===== src/rtl/rv_core_pkg.sv =====
// Shared RV32I core definitions: widths, reset defaults, opcodes and the fetch-side types.
// The fetch buffer stores the instruction together with its PC.
package rv_core_pkg;

    localparam int XLEN = 32;

    localparam logic [XLEN-1:0] RESET_PC_DEFAULT = '0;
    localparam logic [XLEN-1:0] INSTR_NOP        = 32'h0000_0013;

    localparam logic [6:0] OP_LOAD   = 7'b0000011;
    localparam logic [6:0] OP_STORE  = 7'b0100011;
    localparam logic [6:0] OP_RTYPE  = 7'b0110011;
    localparam logic [6:0] OP_BRANCH = 7'b1100011;

    typedef enum logic {
        ST_RUN,
        ST_FLUSH
    } fetch_state_t;

    typedef struct packed {
        logic [XLEN-1:0] pc;
        logic [XLEN-1:0] instr;
    } fetch_entry_t;

    // Instruction fetches are always word aligned; the low two bits are simply dropped.
    function automatic logic [XLEN-1:0] word_align(input logic [XLEN-1:0] addr);
        return {addr[XLEN-1:2], 2'b00};
    endfunction

endpackage


===== src/rtl/instr_fetch_unit_if.sv =====
// Bundle of the fetch unit's memory, decode and branch-feedback signals.
// The master side is the fetch unit; the slave side is memory plus decode/execute.
interface instr_fetch_unit_if;
    import rv_core_pkg::*;

    logic            imem_req;
    logic [XLEN-1:0] imem_addr;
    logic            imem_ready;
    logic            imem_rvalid;
    logic [XLEN-1:0] imem_rdata;
    logic            instr_valid;
    logic [XLEN-1:0] instr;
    logic [XLEN-1:0] instr_pc;
    logic            instr_ready;
    logic            pcsrc;
    logic [XLEN-1:0] branch_target;
    logic            misalign_err;

    modport master (
        output imem_req, imem_addr, instr_valid, instr, instr_pc, misalign_err,
        input  imem_ready, imem_rvalid, imem_rdata, instr_ready, pcsrc, branch_target
    );

    modport slave (
        input  imem_req, imem_addr, instr_valid, instr, instr_pc, misalign_err,
        output imem_ready, imem_rvalid, imem_rdata, instr_ready, pcsrc, branch_target
    );

endinterface


===== src/rtl/instr_fetch_unit_fetch_fifo.sv =====
// Small circular buffer of fetched {pc, instr} entries between memory and decode.
// Clear wins over push/pop so a redirect discards everything, including a same-cycle response.
module fetch_fifo
    import rv_core_pkg::*;
#(
    parameter int DEPTH = 2
) (
    input  logic                     clk,
    input  logic                     rst_n,
    input  logic                     push,
    input  fetch_entry_t             push_data,
    input  logic                     pop,
    input  logic                     clear,
    output fetch_entry_t             head,
    output logic [$clog2(DEPTH):0]   count,
    output logic                     empty
);

    localparam int AW = $clog2(DEPTH);
    localparam int CW = AW + 1;

    fetch_entry_t   mem [DEPTH];
    logic [AW-1:0]  wr_ptr;
    logic [AW-1:0]  rd_ptr;

    // Pointers wrap naturally because DEPTH is a power of two.
    always_ff @(posedge clk or negedge rst_n) begin
        if (!rst_n) begin
            wr_ptr <= '0;
            rd_ptr <= '0;
            count  <= '0;
            for (int i = 0; i < DEPTH; i++) begin
                mem[i] <= '0;
            end
        end else if (clear) begin
            wr_ptr <= '0;
            rd_ptr <= '0;
            count  <= '0;
        end else begin
            if (push) begin
                mem[wr_ptr] <= push_data;
                wr_ptr      <= wr_ptr + AW'(1);
            end
            if (pop) begin
                rd_ptr <= rd_ptr + AW'(1);
            end
            if (push && !pop) begin
                count <= count + CW'(1);
            end else if (!push && pop) begin
                count <= count - CW'(1);
            end
        end
    end

    assign head  = mem[rd_ptr];
    assign empty = (count == '0);

endmodule


===== src/rtl/instr_fetch_unit.sv =====
// RV32I fetch front end: PC generation, credit-limited in-order fetch, buffering to decode,
// and branch redirect with discard of responses already in flight.
module instr_fetch_unit
    import rv_core_pkg::*;
#(
    parameter logic [XLEN-1:0] RESET_PC = RESET_PC_DEFAULT,
    parameter int              DEPTH    = 2
) (
    input  logic               clk,
    input  logic               rst_n,
    instr_fetch_unit_if.master bus
);

    localparam int CW = $clog2(DEPTH) + 1;

    fetch_state_t    state;
    fetch_state_t    state_next;
    logic [XLEN-1:0] fetch_pc;
    logic [XLEN-1:0] resp_pc;
    logic [CW-1:0]   inflight;
    logic [CW-1:0]   inflight_next;
    logic [CW-1:0]   drop_cnt;
    logic [CW-1:0]   fifo_count;
    logic [CW:0]     credit_used;
    logic            accept;
    logic            resp;
    logic            push;
    logic            pop;
    logic            redirect;
    logic            head_valid;
    logic            fifo_empty;
    logic            misalign_q;
    fetch_entry_t    head;
    fetch_entry_t    push_entry;

    assign credit_used = {1'b0, inflight} + {1'b0, fifo_count};
    assign accept      = bus.imem_req & bus.imem_ready;
    assign resp        = bus.imem_rvalid;
    assign head_valid  = !fifo_empty;
    assign pop         = head_valid & bus.instr_ready;
    assign redirect    = pop & bus.pcsrc;
    assign push        = resp & (state == ST_RUN) & !redirect;
    assign push_entry  = '{pc: resp_pc, instr: bus.imem_rdata};

    always_comb begin
        inflight_next = inflight;
        if (accept && !resp) begin
            inflight_next = inflight + CW'(1);
        end else if (!accept && resp) begin
            inflight_next = inflight - CW'(1);
        end
    end

    always_ff @(posedge clk or negedge rst_n) begin
        if (!rst_n) begin
            state <= ST_RUN;
        end else begin
            state <= state_next;
        end
    end

    // A request accepted on the redirect edge was for the old path, so it joins the drop count.
    always_comb begin
        state_next   = state;
        bus.imem_req = 1'b0;
        case (state)
            ST_RUN: begin
                bus.imem_req = rst_n && (credit_used < (CW+1)'(DEPTH));
                if (redirect && (inflight_next != '0)) begin
                    state_next = ST_FLUSH;
                end
            end
            ST_FLUSH: begin
                if (resp && (drop_cnt == CW'(1))) begin
                    state_next = ST_RUN;
                end
            end
            default: state_next = ST_RUN;
        endcase
    end

    always_ff @(posedge clk or negedge rst_n) begin
        if (!rst_n) begin
            fetch_pc   <= RESET_PC;
            resp_pc    <= RESET_PC;
            inflight   <= '0;
            drop_cnt   <= '0;
            misalign_q <= 1'b0;
        end else begin
            inflight <= inflight_next;
            if (redirect) begin
                fetch_pc <= word_align(bus.branch_target);
                resp_pc  <= word_align(bus.branch_target);
                drop_cnt <= inflight_next;
                if (bus.branch_target[1:0] != 2'b00) begin
                    misalign_q <= 1'b1;
                end
            end else begin
                if (accept) begin
                    fetch_pc <= fetch_pc + XLEN'(4);
                end
                if (push) begin
                    resp_pc <= resp_pc + XLEN'(4);
                end
                if ((state == ST_FLUSH) && resp) begin
                    drop_cnt <= drop_cnt - CW'(1);
                end
            end
        end
    end

    fetch_fifo #(
        .DEPTH (DEPTH)
    ) u_fifo (
        .clk       (clk),
        .rst_n     (rst_n),
        .push      (push),
        .push_data (push_entry),
        .pop       (pop),
        .clear     (redirect),
        .head      (head),
        .count     (fifo_count),
        .empty     (fifo_empty)
    );

    assign bus.imem_addr    = fetch_pc;
    assign bus.instr_valid  = head_valid;
    assign bus.instr        = head_valid ? head.instr : '0;
    assign bus.instr_pc     = head_valid ? head.pc : '0;
    assign bus.misalign_err = misalign_q;

endmodule


===== src/flat_wrapper.sv =====
// flat-port wrapper written by rule: the top's interface ports become plain ports
module instr_fetch_unit_flat import rv_core_pkg::*;
#(
    parameter logic [XLEN-1:0] RESET_PC = RESET_PC_DEFAULT,
    parameter int              DEPTH    = 2
)
  (clk, rst_n, bus_imem_req, bus_imem_addr, bus_instr_valid, bus_instr, bus_instr_pc, bus_misalign_err, bus_imem_ready, bus_imem_rvalid, bus_imem_rdata, bus_instr_ready, bus_pcsrc, bus_branch_target);
  instr_fetch_unit_if bus_i ();
  input  logic clk;
  input  logic rst_n;
  output wire logic [$bits(bus_i.imem_req)-1:0] bus_imem_req;
  output wire logic [$bits(bus_i.imem_addr)-1:0] bus_imem_addr;
  output wire logic [$bits(bus_i.instr_valid)-1:0] bus_instr_valid;
  output wire logic [$bits(bus_i.instr)-1:0] bus_instr;
  output wire logic [$bits(bus_i.instr_pc)-1:0] bus_instr_pc;
  output wire logic [$bits(bus_i.misalign_err)-1:0] bus_misalign_err;
  input wire logic [$bits(bus_i.imem_ready)-1:0] bus_imem_ready;
  input wire logic [$bits(bus_i.imem_rvalid)-1:0] bus_imem_rvalid;
  input wire logic [$bits(bus_i.imem_rdata)-1:0] bus_imem_rdata;
  input wire logic [$bits(bus_i.instr_ready)-1:0] bus_instr_ready;
  input wire logic [$bits(bus_i.pcsrc)-1:0] bus_pcsrc;
  input wire logic [$bits(bus_i.branch_target)-1:0] bus_branch_target;
  assign bus_imem_req = bus_i.imem_req;
  assign bus_imem_addr = bus_i.imem_addr;
  assign bus_instr_valid = bus_i.instr_valid;
  assign bus_instr = bus_i.instr;
  assign bus_instr_pc = bus_i.instr_pc;
  assign bus_misalign_err = bus_i.misalign_err;
  assign bus_i.imem_ready = bus_imem_ready;
  assign bus_i.imem_rvalid = bus_imem_rvalid;
  assign bus_i.imem_rdata = bus_imem_rdata;
  assign bus_i.instr_ready = bus_instr_ready;
  assign bus_i.pcsrc = bus_pcsrc;
  assign bus_i.branch_target = bus_branch_target;
  instr_fetch_unit #(.RESET_PC(RESET_PC), .DEPTH(DEPTH)) u_core (.clk(clk), .rst_n(rst_n), .bus(bus_i));
endmodule

===== config.mk =====
export PLATFORM = sky130hd
export DESIGN_NAME = instr_fetch_unit_flat
export DESIGN_NICKNAME = d
export VERILOG_FILES = /design/src/rtl/rv_core_pkg.sv /design/src/rtl/instr_fetch_unit_if.sv /design/src/rtl/instr_fetch_unit_fetch_fifo.sv /design/src/rtl/instr_fetch_unit.sv /design/src/flat_wrapper.sv
export SDC_FILE = /design/constraint.sdc
export NUM_CORES = 1
export LEC_CHECK = 0
export BUFFER_PORTS_ARGS = -buffer_cell sky130_fd_sc_hd__buf_4
export CORE_ASPECT_RATIO = 0.6
export CORE_UTILIZATION = 60
export DETAILED_ROUTE_END_ITERATION = 16
export PLACE_DENSITY = 0.84
export SETUP_SLACK_MARGIN = 0.05
export SLEW_MARGIN = 20
export SYNTH_ARGS = -nofsm -noshare
export SYNTH_HDL_FRONTEND = slang
export SYNTH_HIERARCHICAL = 1
export SYNTH_SLANG_ARGS = --single-unit

===== constraint.sdc =====
create_clock -name clk -period 7.2 [get_ports clk]
set_input_delay 0.36 -clock clk [delete_from_list [all_inputs] [get_ports clk]]
set_output_delay 0.36 -clock clk [all_outputs]
set_load 0.03 [all_outputs]

* Word-level counts from Yosys, hierarchy flattened
Cells that the tools add are included.
** Word-level totals
- Register bits after elaboration :: 202
- Input bits :: 70
- Output and inout port bits :: 99
- Word-level logic and storage cells :: 89
** Cells by class
- Add/sub/neg operators :: 10
- $lt $le $gt $ge :: 4
- Equal/unequal tests :: 1
- Muxes and demuxes :: 27
- Bitwise logic cells :: 9
- Reductions and logical operators :: 25
** Operators with widths (number)
- $mux W64 :: 4
- $mux W32 :: 6
- $bwmux W128 :: 1
- $add A32 B3 Y32 const B :: 2
- $demux W64 S1 :: 1
- $mux W2 :: 7
- $reduce_bool A2 Y1 :: 6
- $logic_and A1 B1 Y1 :: 9
- $mux W1 :: 7
- $logic_not A1 Y1 :: 6
- $sub A2 B1 Y2 const B :: 3
- $and A1 B1 Y1 :: 5
- $add A2 B1 Y2 const B :: 2
- $ge A2 B2 Y1 const B :: 2
- $not A1 Y2 :: 2
- $reduce_and A2 Y1 :: 2
- $add A2 B2 Y3 :: 1
- $lt A3 B2 Y1 const B :: 1
- $reduce_bool A3 Y1 :: 1
- $add A1 B1 Y1 const B :: 2
- $eq A2 B1 Y1 const B :: 1
- $logic_not A2 Y1 :: 1
- $lt A2 B1 Y1 const B :: 1
- $not A1 Y1 :: 2
- $pmux W1 S2 :: 1

* Logic depth before layout (Yosys ltp)
- Word-level depth :: 13
- Mapped depth :: 11
- Mapped depth without buffers :: 7

* By module
The synthesis kept the hierarchy.
** By module, submodules not included
- fetch_fifo :: times used 1, cells an instance 360, area an instance 6037.0 sq um
- instr_fetch_unit :: times used 1, cells an instance 536, area an instance 4446.8 sq um

* Worst setup path before layout
No wires, ideal clock.
- Kind :: reg2reg
- Start :: reg u_core.u_fifo.count[0]
- End :: reg u_core/u_fifo/mem[100] (netlist name)
- Arrival time :: 2711 ps
- Required time :: 7075 ps
- Slack :: 4364 ps
- Cell stages (with the launch flop) :: 12
- Path buffers :: 5
- Clock period less this slack :: 2836 ps
- Cells stage by stage :: dfrtp_1 nor2_1 nand3b_1 buf_2 clkinv_1 clkbuf_1 clkbuf_1 nor2_1 nor3b_2 buf_6 buf_12 mux2_4
** On the way
- Word-level cells in the longest chain between the ends :: 7
- Elaborated cells on any way between the ends :: 8
** Ends and longest elaborated chain
- start, declared :: RTL line instr_fetch_unit_fetch_fifo.sv:15 : output logic [$clog2(DEPTH):0] count,
- start signal, assigned :: RTL line instr_fetch_unit_fetch_fifo.sv:48 : count <= count + CW'(1);
- start signal, assigned :: RTL line instr_fetch_unit_fetch_fifo.sv:50 : count <= count - CW'(1);
- $logic_not A2 Y1 :: RTL line instr_fetch_unit_fetch_fifo.sv:56 : assign empty = (count == '0);
- named net u_core.fifo_empty :: RTL line instr_fetch_unit.sv:31 : logic fifo_empty;
- $logic_not A1 Y1 :: RTL line instr_fetch_unit.sv:39 : assign head_valid = !fifo_empty;
- $and A1 B1 Y1 :: RTL line instr_fetch_unit.sv:40 : assign pop = head_valid & bus.instr_ready;
- $and A1 B1 Y1 :: RTL line instr_fetch_unit.sv:41 : assign redirect = pop & bus.pcsrc;
- named net u_core.redirect :: RTL line instr_fetch_unit.sv:29 : logic redirect;
- $logic_not A1 Y1 :: RTL line instr_fetch_unit.sv:42 : assign push = resp & (state == ST_RUN) & !redirect;
- $and A1 B1 Y1 :: RTL line instr_fetch_unit.sv:42
- named net u_core.push :: RTL line instr_fetch_unit.sv:27 : logic push;
- $reduce_and A2 Y1 (no line)
- end signal, assigned by index :: RTL line instr_fetch_unit_fetch_fifo.sv:41 : mem[wr_ptr] <= push_data;
- end, declared :: RTL line instr_fetch_unit_fetch_fifo.sv:22 : fetch_entry_t mem [DEPTH];
The timed path passes the listed nets, and every way through them passes these cells.
A chain may end at the register's enable or synchronous reset.

* Worst setup path after layout
- Start :: reg u_core.u_fifo.count[0]
- End :: reg u_core/u_fifo/mem[112] (netlist name)
** On the way
- Word-level cells in the longest chain between the ends :: 7
- Elaborated cells on any way between the ends :: 8
** Ends and longest elaborated chain (RTL line)
- $logic_not A2 Y1 :: instr_fetch_unit_fetch_fifo.sv:56
- named net u_core.fifo_empty :: instr_fetch_unit.sv:31
- $logic_not A1 Y1 :: instr_fetch_unit.sv:39
- $and A1 B1 Y1 :: instr_fetch_unit.sv:40
- $and A1 B1 Y1 :: instr_fetch_unit.sv:41
- $logic_not A1 Y1 :: instr_fetch_unit.sv:42
- $and A1 B1 Y1 :: instr_fetch_unit.sv:42
- named net u_core.push :: instr_fetch_unit.sv:27
- $reduce_and A2 Y1 (no line)
The timed path passes the listed nets, and every way through them passes these cells.

==> reports/results.tsv <==
stage	metric	value	unit
place	Post-DP Area	11700	um2
die	die extent in y	104	um
run_status	outcome	complete, no violations	
min_path	Worst Hold Path EP	u_core/u_fifo/mem[93]	
cts	total clock sinks	198	
job	max cap viols	0	
cts	postcts setup bufs	0	
cts	Max H-tree Level	4	
sta	Fin Clk Skew	0.0126	ns
sta	Fin Setup TNS	0	ns
sta	final hold violation count	0	
die	I/O Pins	169	
logic_synthesis	Synth Register Bits	198	
place	Inst Count DP	1254	
logic_synthesis	area leader, netlist	dfrtp_1	
logic_synthesis	ys flop type	dfrtp_1	
logic_synthesis	ys async rst share	1.00	
logic_synthesis	Syn Area/Cell	11.7	um2
min_path	hold path depth	2	
place	Routability Congestion	0.898	
worst_setup_path	Worst Path Required	7.51	ns
global_routing	global-route wire length before repair	40.8	mm
worst_setup_path	delay-heaviest family, CP	buffers and inverters	
sta	Relative slew margins	0.300	
sta	Setup violations, final	0	
power	total power	6.52	mW
worst_setup_path	end of the worst register-to-register path	u_core/u_fifo/mem[112]	
global_routing	largest net degree at the start of global routing	92	
finish	most frequent cells in the layout	dfrtp_1 (197), buf_4 (174), mux2_2 (133), nor2b_1 (67), mux2_4 (60)	
min_path	Hold Crit Start	bus_imem_rdata[29]	
cts	clock-pin slew of the registers on the worst-case setup and hold paths	0.08	ns
power	power density over the cells	528	nW/um2
die	FP Rows	37	
worst_setup_path	startpoint type of the worst setup path	flip-flop	
finish	area delta synth->final	17.8	%
route	antenna viol nets, final	0	
worst_setup_path	kind of critical path	flip-flop to flip-flop	
worst_setup_path	Reg2Reg Setup Slack	3.56	ns
sta	Min Hold Slack	0.164	ns
worst_setup_path	Levels on crit path	8	
sta	fmax	274	MHz
sta	final worst path period need	3.64	ns
sta	final period utilization	0.506	
route	Post-Route WL	25.1	mm
finish	Final Cell Area	12300	um2
route	drt pass-1 iters	5	
die	Die Area	18000	um2
finish	n_diodes	0	
place	I/O Buffers	166	
power	Max VDD drop	0.000487	V
global_routing	antenna violations before repair	0	
worst_setup_path	reg2reg start	u_core/u_fifo/count[0]	
worst_setup_path	Arr. time, crit path	3.96	ns
route	Vias/cell	6.05	
finish	fin cells	1287	
route	vias	7790	
worst_setup_path	Crit path top cell by count	buf_4	
logic_synthesis	yosys warns	6	
finish	fillcell total	1260	
cts	CTS tree	yes	
worst_setup_path	Buf+Inv Stages, Crit Path	3	
finish	commonest non-fill, non-tap cell in the layout	dfrtp_1	
global_routing	GRT Overall Usage	0.287	
worst_setup_path	Max stage delay on crit path	0.69	ns
logic_synthesis	EDFF count, synth	0	
logic_synthesis	leading post-synthesis cells by cell area	dfrtp_1 (47%), mux2_2 (14%), mux2_4 (8.6%)	
logic_synthesis	post-synth cell types	59	
cts	Clk Latency, worst-skew pair	0.43	ns
cts	total CTS buffers	17	
place	DPL Wire Length	16.8	mm
logic_synthesis	Gate Count Post-Synth	896	
route	1st-iter DRT viols	905	
global_routing	vias in the first global route	7616	
sta	actual slew at the worst max-slew pin	1.04	ns
sta	RSZ-0062 raised after global routing	no	
logic_synthesis	Cell Area, Synth	10500	um2
cts	Root Driver	clkbuf_16	
worst_setup_path	R2R cell count	8	
worst_setup_path	critical path's slowest cell	buf_4	
die	die width	173	um
route	Routed wire per std cell	19.5	um
route	residual DRC count	0	
die	Core Region	17100	um2
finish	layout cells sized above 1	0.391	
worst_setup_path	worst-path cell chain	nor2_4, nand3b_1, buf_4, clkinv_1, nor2_1, nor3b_4, buf_4, mux2_4	
worst_setup_path	Worst setup EP type	flip-flop	
logic_synthesis	Seq/Total Area, Yosys	0.473	
power	Static Leak	5.29	nW
finish	Nets	1114	
die	starting density of the core	0.612	
global_routing	gr ovfl total	0	
worst_setup_path	worst-path fanout max	91	
logic_synthesis	top cell type's share of synthesized area	0.473	
worst_setup_path	Critical path origin	u_core/u_fifo/count[0]	
cts	CTS max path bufs	2	
sta	max-slew violations	0	
min_path	HP Class	input pin to flip-flop	
Yosys cell counts, drive strengths merged, types with 2 or more instances:
cell type,n
and2,8
nor2b,67
and4,8
or4b,5
and3b,3
a211oi,2
nor3,10
nor2,43
dfrtp,198
and3,6
a21oi,28
or3,9
xor2,14
o311a,2
nand4,27
o31ai,14
buf,32
xnor2,12
nor4b,2
nand2,40
o211ai,8
nand3b,5
inv,11
mux2,193
or4,20
ha,3
clkbuf,24
o21ai,15
o311ai,2
nand3,32
a2bb2oi,2
nor3b,3
a31oi,27
nor4,8
where the power goes:
group          switching (mW)  internal [mW]
Combinational            1.79           1.58
Clock                   0.472          0.476
Sequential              0.541           1.65
Total                    2.80           3.71
sequential cells by signal (all words and copies together) (netlist names):
name / cells
u_core/u_fifo/mem: 128
u_core/bus.imem_addr: 30
u_core/bus.misalign_err: 1
u_core/inflight: 2
u_core/u_fifo/count: 2
u_core/u_fifo/wr_ptr: 1
u_core/drop_cnt: 2
u_core/state: 1
u_core/u_fifo/rd_ptr: 1
u_core/resp_pc: 30
through the flow:
stage	setup WS, ns	util
floorplan	4.36	-
global placement	3.75	0.686
detailed placement	3.66	0.686
CTS	3.61	0.721
global route	3.40	0.721
finish	3.56	0.721
layout make-up:
class / count / area [um2] / area share
clock buffer: 18 / 439 / 0.0356
inverter: 12 / 45.0 / 0.00365
tap: 234 / 293 / 0.0237
clock inverter: 14 / 150 / 0.0122
timing repair buffer: 176 / 1330 / 0.108
multi-input combinational: 635 / 5130 / 0.416
sequential: 198 / 4960 / 0.401
how the worst max path moves through the flow:
stage | to | slack [ns]
after floorplan | u_core/u_fifo/mem[100] | 4.36
after global routing | u_core/u_fifo/mem[116] | 3.40
after global placement | u_core/u_fifo/mem[73] | 3.75
final | u_core/u_fifo/mem[112] | 3.56
after detailed placement | u_core/u_fifo/mem[116] | 3.66
after CTS | u_core/u_fifo/mem[126] | 3.61
layer usage:
| metal | up-vias | global-route usage | share of wire |
|---|---|---|---|
| li1 | 3536 | - | - |
| met1 | 3874 | 0.425 | 0.47 |
| met2 | 347 | 0.428 | 0.44 |
| met3 | 33 | 0.0713 | 0.081 |
| met4 | 0 | 0.0550 | 0.0099 |
| met5 | - | 0 | 0 |
repair_timing:
action / 4_1_cts / 5_1_grt
hold buffers: 1 / 0
endpoints found under the hold margin: 49 / 0
resized for setup: 0 / 0
logic make-up (layout without fill, tap and decap cells):
logic type	Yosys count	count (layout)	share of synthesized area
AO/OA/AOI/OAI	105	105	0.0631
XOR/XNOR	26	26	0.0217
adder cells (fa/ha/maj)	4	4	0.00549
buffers and inverters	68	220	0.0408
flip-flops	198	198	0.473
multiplexers	194	194	0.230
other	1	6	0.000358
AND/OR/NAND/NOR	300	300	0.166
No activity file was read; power rests on OpenSTA's default activity.
